[src/rtl/rob_retire.sv]
// rob_retire: 16-entry reorder buffer with dual allocate and dual in-order retire.
// Optional ROB_CMP_BYPASS_EN lets same-edge completions retire immediately.
module rob_retire #(
    parameter int DEPTH = 16,
    parameter int IDX_W = 4
) (
    input  logic             clk,
    input  logic             rst_n,
    input  logic             alloc_valid,
    input  logic [5:0]       alloc_pd_1,
    input  logic [5:0]       alloc_pd_2,
    input  logic [6:0]       alloc_op_1,
    input  logic [6:0]       alloc_op_2,
    input  logic [5:0]       alloc_opd_1,
    input  logic [5:0]       alloc_opd_2,
    output logic             alloc_ready,
    output logic [IDX_W-1:0] alloc_idx_1,
    output logic [IDX_W-1:0] alloc_idx_2,
    input  logic             cmp_valid_1,
    input  logic [IDX_W-1:0] cmp_rob_1,
    input  logic [31:0]      cmp_data_1,
    input  logic             cmp_valid_2,
    input  logic [IDX_W-1:0] cmp_rob_2,
    input  logic [31:0]      cmp_data_2,
    input  logic             cmp_valid_3,
    input  logic [IDX_W-1:0] cmp_rob_3,
    input  logic [31:0]      cmp_data_3,
    output logic             ret_valid_1,
    output logic             ret_valid_2,
    output logic [5:0]       ret_pd_1,
    output logic [5:0]       ret_pd_2,
    output logic [5:0]       ret_opd_1,
    output logic [5:0]       ret_opd_2,
    output logic             ret_wr_1,
    output logic             ret_wr_2,
    output logic [31:0]      ret_data_1,
    output logic [31:0]      ret_data_2,
    output logic [IDX_W:0]   count,
    output logic             overflow
);

    localparam logic [IDX_W:0] READY_MAX = (IDX_W+1)'(DEPTH - 2);

    logic [IDX_W-1:0] head;
    logic [IDX_W-1:0] tail;
    logic [IDX_W-1:0] h1;
    logic [IDX_W-1:0] t1;
    logic [DEPTH-1:0] valid_q;
    logic [DEPTH-1:0] done_q;
    logic [5:0]       pd_q   [DEPTH];
    logic [6:0]       op_q   [DEPTH];
    logic [5:0]       opd_q  [DEPTH];
    logic [31:0]      data_q [DEPTH];

    logic             cv [3];
    logic [IDX_W-1:0] cr [3];
    logic [31:0]      cd [3];

    logic             alloc_fire;
    logic             ok0;
    logic             ok1;
    logic [31:0]      rdata0;
    logic [31:0]      rdata1;
    logic             r1;
    logic             r2;
    logic [1:0]       nret;
    logic [IDX_W:0]   cnt_add;

    assign cv[0] = cmp_valid_1;
    assign cv[1] = cmp_valid_2;
    assign cv[2] = cmp_valid_3;
    assign cr[0] = cmp_rob_1;
    assign cr[1] = cmp_rob_2;
    assign cr[2] = cmp_rob_3;
    assign cd[0] = cmp_data_1;
    assign cd[1] = cmp_data_2;
    assign cd[2] = cmp_data_3;

    assign alloc_ready = (count <= READY_MAX);
    assign alloc_fire  = alloc_valid & alloc_ready;
    assign t1          = tail + IDX_W'(1);
    assign h1          = head + IDX_W'(1);
    assign alloc_idx_1 = tail;
    assign alloc_idx_2 = t1;
    assign cnt_add     = alloc_fire ? (IDX_W+1)'(2) : '0;

    function automatic logic writes_reg(input logic [6:0] op);
        return !(op == 7'b0100011 || op == 7'b1100011);
    endfunction

    always_comb begin
        ok0    = done_q[head];
        ok1    = done_q[h1];
        rdata0 = data_q[head];
        rdata1 = data_q[h1];
`ifdef ROB_CMP_BYPASS_EN
        // Later ports override earlier ones, matching the stored-data priority.
        for (int k = 0; k < 3; k++) begin
            if (cv[k] && cr[k] == head) begin
                ok0    = 1'b1;
                rdata0 = cd[k];
            end
            if (cv[k] && cr[k] == h1) begin
                ok1    = 1'b1;
                rdata1 = cd[k];
            end
        end
`endif
        r1   = valid_q[head] & ok0;
        r2   = r1 & valid_q[h1] & ok1;
        nret = {1'b0, r1} + {1'b0, r2};
    end

    always_ff @(posedge clk) begin
        if (!rst_n) begin
            head        <= '0;
            tail        <= '0;
            count       <= '0;
            overflow    <= 1'b0;
            valid_q     <= '0;
            done_q      <= '0;
            ret_valid_1 <= 1'b0;
            ret_valid_2 <= 1'b0;
            ret_pd_1    <= '0;
            ret_pd_2    <= '0;
            ret_opd_1   <= '0;
            ret_opd_2   <= '0;
            ret_wr_1    <= 1'b0;
            ret_wr_2    <= 1'b0;
            ret_data_1  <= '0;
            ret_data_2  <= '0;
        end else begin
            for (int k = 0; k < 3; k++) begin
                if (cv[k] && valid_q[cr[k]]) begin
                    done_q[cr[k]] <= 1'b1;
                end
            end
            if (r1) begin
                valid_q[head] <= 1'b0;
                done_q[head]  <= 1'b0;
            end
            if (r2) begin
                valid_q[h1] <= 1'b0;
                done_q[h1]  <= 1'b0;
            end
            if (alloc_fire) begin
                valid_q[tail] <= 1'b1;
                valid_q[t1]   <= 1'b1;
                done_q[tail]  <= 1'b0;
                done_q[t1]    <= 1'b0;
                tail          <= tail + IDX_W'(2);
            end else if (alloc_valid) begin
                overflow <= 1'b1;
            end
            head  <= head + IDX_W'(nret);
            count <= count + cnt_add - (IDX_W+1)'(nret);

            ret_valid_1 <= r1;
            ret_pd_1    <= r1 ? pd_q[head] : '0;
            ret_opd_1   <= r1 ? opd_q[head] : '0;
            ret_wr_1    <= r1 ? writes_reg(op_q[head]) : 1'b0;
            ret_data_1  <= r1 ? rdata0 : '0;
            ret_valid_2 <= r2;
            ret_pd_2    <= r2 ? pd_q[h1] : '0;
            ret_opd_2   <= r2 ? opd_q[h1] : '0;
            ret_wr_2    <= r2 ? writes_reg(op_q[h1]) : 1'b0;
            ret_data_2  <= r2 ? rdata1 : '0;
        end
    end

    // Payload storage is qualified by valid_q, so it carries no reset.
    always_ff @(posedge clk) begin
        if (rst_n) begin
            for (int k = 0; k < 3; k++) begin
                if (cv[k] && valid_q[cr[k]]) begin
                    data_q[cr[k]] <= cd[k];
                end
            end
            if (alloc_fire) begin
                pd_q[tail]  <= alloc_pd_1;
                op_q[tail]  <= alloc_op_1;
                opd_q[tail] <= alloc_opd_1;
                pd_q[t1]    <= alloc_pd_2;
                op_q[t1]    <= alloc_op_2;
                opd_q[t1]   <= alloc_opd_2;
            end
        end
    end

endmodule
[config.mk]
export PLATFORM = sky130hd
export DESIGN_NAME = rob_retire
export DESIGN_NICKNAME = d
export VERILOG_FILES = /design/src/rtl/rob_retire.sv
export SDC_FILE = /design/constraint.sdc
export NUM_CORES = 2
export LEC_CHECK = 0
export ABC_CLOCK_PERIOD_IN_PS = 4130
export CORE_AREA = 2 2 313 315
export DETAILED_ROUTE_END_ITERATION = 10
export DIE_AREA = 0 0 315 317
export PLACE_DENSITY = 0.76
export SYNTH_ARGS = -nofsm -noshare
export SYNTH_HDL_FRONTEND = slang
export SYNTH_SLANG_ARGS = --single-unit
[constraint.sdc]
create_clock -name clk -period 4.13 [get_ports clk]
set_input_delay 0.413 -clock clk [delete_from_list [all_inputs] [get_ports clk]]
set_output_delay 0.413 -clock clk [all_outputs]
set_load 0.01 [all_outputs]
==> flow_metrics.env <==
export IMPL_seq_area_frac_synth=0.509
export IMPL_critPathLaunchType="flip-flop"
export IMPL_critical_path_max_fanout=12
export IMPL_cts_clk_slew_worst_paths_ps=60
export IMPL_rows=114
export IMPL_placed_area_um2=56700
export IMPL_netlist_area_um2=52600
export IMPL_leakage_nw=23.0
export IMPL_cts_made_buffers=101
export IMPL_status="complete, no violations"
export IMPL_num_io_pins=259
export IMPL_power_frac_clock=0.437
export IMPL_ys_types=71
export IMPL_h_tree_depth=3
export IMPL_numClockSinks=937
export IMPL_tritoncts="yes"
export IMPL_p_total_mw=21.2
export IMPL_skew_ps=37.3
export IMPL_internal_power_mw=16.3
export IMPL_slew_headroom=0.190
export IMPL_clock_path_buffers=3
export IMPL_syn2layout_area_growth_pct=14.3
export IMPL_dp_cells=5340
export IMPL_setup_slack_ps=275
export IMPL_peakVddDrop_mv=0.334
export IMPL_pre_cts_ws_ps=161
export IMPL_drt_iter0_markers=5851
export IMPL_holdWs_ps=444
export IMPL_viasPerCell=6.92
export IMPL_finalCritPeriodShare=0.933
export IMPL_netSwitchingFraction=0.233
export IMPL_core_area_um2=96300
export IMPL_period_minus_slack_ps=3850
export IMPL_final_hold_violation_count=0
export IMPL_start_util=0.547
export IMPL_first_global_vias=38000
export IMPL_ys_flop_type="edfxtp_1"
export IMPL_fin_area_um2=60100
export IMPL_rsz0062_at_grt="false"
export IMPL_ys_warn_count=0
export IMPL_io_buffer_count=254
export IMPL_ys_ff_latch=937
export IMPL_worstPathRequired_ps=4730
export IMPL_max_freq_mhz=259
export IMPL_drive_above_1_share=0.192
export IMPL_layoutNonFillerInstCount=5549
export IMPL_chipWidth_um=315
export IMPL_die_h_um=317
export IMPL_grt_pass1_wl_um=249000
export IMPL_dpl_hpwl_um=101000
export IMPL_pwr_share_seq=0.494
export IMPL_postSynth_asyncResetShare=0
export IMPL_synth_edff_count=800
export IMPL_setup_viol=0
export IMPL_antenna_found_initial=30
export IMPL_synth_nets=4299
export IMPL_worstSetupPathType="reg -> reg"
export IMPL_fin_util=0.625
export IMPL_drtAntennaViolNets=0
export IMPL_crit_arrival_ps=4460
export IMPL_comb_power_share=0.069
export IMPL_grt_use_total=0.340
export IMPL_cap_violations=0
export IMPL_worstMarginPinSlew_ps=1210
export IMPL_min_path_type="in -> reg"
export IMPL_drtPass1Iterations=6
export IMPL_routedWlPerCell_um=30.8
export IMPL_fin_nets=4338
export IMPL_slew_viol_final=0
export IMPL_die_area_um2=99900
export IMPL_worst_setup_path_end_kind="flip-flop"
export IMPL_p_sw_mw=4.95
export IMPL_grt_remaining_overflow=0
export IMPL_clk_latency_ps=740
export IMPL_routed_wl_um=171000
export IMPL_avgSynthCellArea_um2=12.7
export IMPL_root_buffer="clkbuf_16"
export IMPL_syn_inst=4128
export IMPL_drc_errors=0
export IMPL_routed_via_count=38400
export IMPL_place_congestion=0.920
export IMPL_pwr_density_cell_nw_per_um2=353
export IMPL_tns_ps=0
export IMPL_postCtsHoldBufs=0
export IMPL_grt_max_degree=157
## metal layers
| layer | wire (um) | track usage | up-vias |
|---|---|---|---|
| li1 | - | - | 15900 |
| met1 | 58800 | 0.427 | 19000 |
| met2 | 80200 | 0.537 | 2869 |
| met3 | 21700 | 0.0892 | 641 |
| met4 | 10100 | 0.194 | 26 |
| met5 | 181 | 0 | - |
## power groups by stage
stage          registers (mW)  logic (mW)  clock network, mW
2_1_floorplan            10.7       0.889                  0
3_3_place_gp             10.7        1.39                  0
3_5_place_dp             10.7        1.43                  0
4_1_cts                  10.5        1.44               9.33
5_1_grt                  10.5        1.58               9.67
6_report                 10.5        1.46               9.29
## cells by family (layout without fill, tap and decap cells)
logic type                 after synthesis  in the layout  share of synthesized area
AOI/OAI and AO/OA                      692            692                     0.0767
and+or+nand+nor                       1009           1009                     0.0846
xor gates and xnor gates                12             12                    0.00214
DFF                                    937            937                      0.509
muxes                                  977            977                      0.285
other                                    2             20                   0.000143
buffers and inverters                  480            607                     0.0381
adders and majority gates               19             19                    0.00466
## Yosys cell counts (34+ instances only)
cell type    n  area share
edfxtp_1   800        0.46
nor2_1     563       0.040
mux2i_1    560        0.11
a21oi_1    541       0.051
mux4_2     417        0.18
clkbuf_1   263       0.019
nand2_1    185       0.013
dfxtp_1    137       0.052
buf_2       94      0.0089
buf_1       71      0.0051
nor2b_1     58      0.0069
and3_1      55      0.0065
a211oi_2    40      0.0095
nand3_1     34      0.0032
## layout by cell type, fill, tap and decap left out, types with 17 or more instances in the layout
cell type / netlist / final
edfxtp_1: 800 / 800
mux2i_1: 560 / 560
nor2_1: 563 / 553
a21oi_1: 541 / 541
mux4_2: 417 / 417
clkdlybuf4s50_1: 0 / 254
nand2_1: 185 / 154
dfxtp_1: 137 / 133
clkbuf_16: 0 / 101
buf_4: 14 / 92
nor2b_1: 58 / 58
and3_1: 55 / 55
a211oi_2: 40 / 40
buf_12: 0 / 36
nand3_1: 34 / 28
nor3_1: 29 / 28
inv_1: 29 / 27
clkbuf_1: 263 / 24
nor4_1: 19 / 19
diode_2: 0 / 18
o21ai_0: 18 / 18
nand2_2: 0 / 17
clkinv_1: 1 / 17
ha_1: 18 / 17
## state kept, by name (all words and copies together) (netlist names)
register     count
valid_q         16
ret_valid_2      1
ret_pd_2         6
done_q          16
alloc_idx_1      3
count            5
overflow         1
ret_opd_1        6
opd_q           96
ret_data_2      32
ret_wr_2         1
pd_q            96
op_q            96
head             4
ret_data_1      32
ret_valid_1      1
data_q         512
ret_wr_1         1
ret_opd_2        6
ret_pd_1         6
## what timing repair did
item | 4_1_cts | 5_1_grt
buffers inserted | 0 | 0
resized for setup | 0 | 1
setup endpoints to repair | 0 | 2
## critical path: stages, from the launching register on
cell	delay, ps
dfxtp_4	360
inv_4	190
ha_4	250
inv_2	70
mux4_2	500
and3_1	200
a211oi_1	330
nor2_1	120
ha_1	320
xnor2_1	150
ha_1	190
a21o_1	180
ha_1	290
a21o_1	180
a21oi_1	180
xor2_1	170
nor2_1	50
## area by class of cell
| cell class | count | area, um2 |
|---|---|---|
| fillers | 7050 | 36200 |
| inverters | 33 | 126 |
| well taps | 1276 | 1600 |
| repair buffers | 383 | 3970 |
| clock inverters | 51 | 558 |
| clock buffers | 140 | 2820 |
| multi-input cells | 2711 | 24200 |
| flip-flops and latches | 937 | 26800 |
| diodes | 18 | 45.0 |
## worst paths after layout
kind | startpoint | endpoint | slack [ps] | depth (start not counted)
worst max-delay path | head[0] | count[4] | 280 | 16
worst min-delay path | alloc_pd_2[1] | pd_q[15][1] | 440 | 1
worst max register to register | head[0] | count[4] | 280 | 16
worst min register to register | overflow | overflow | 470 | 1
(Power assumes the default switching activity.)
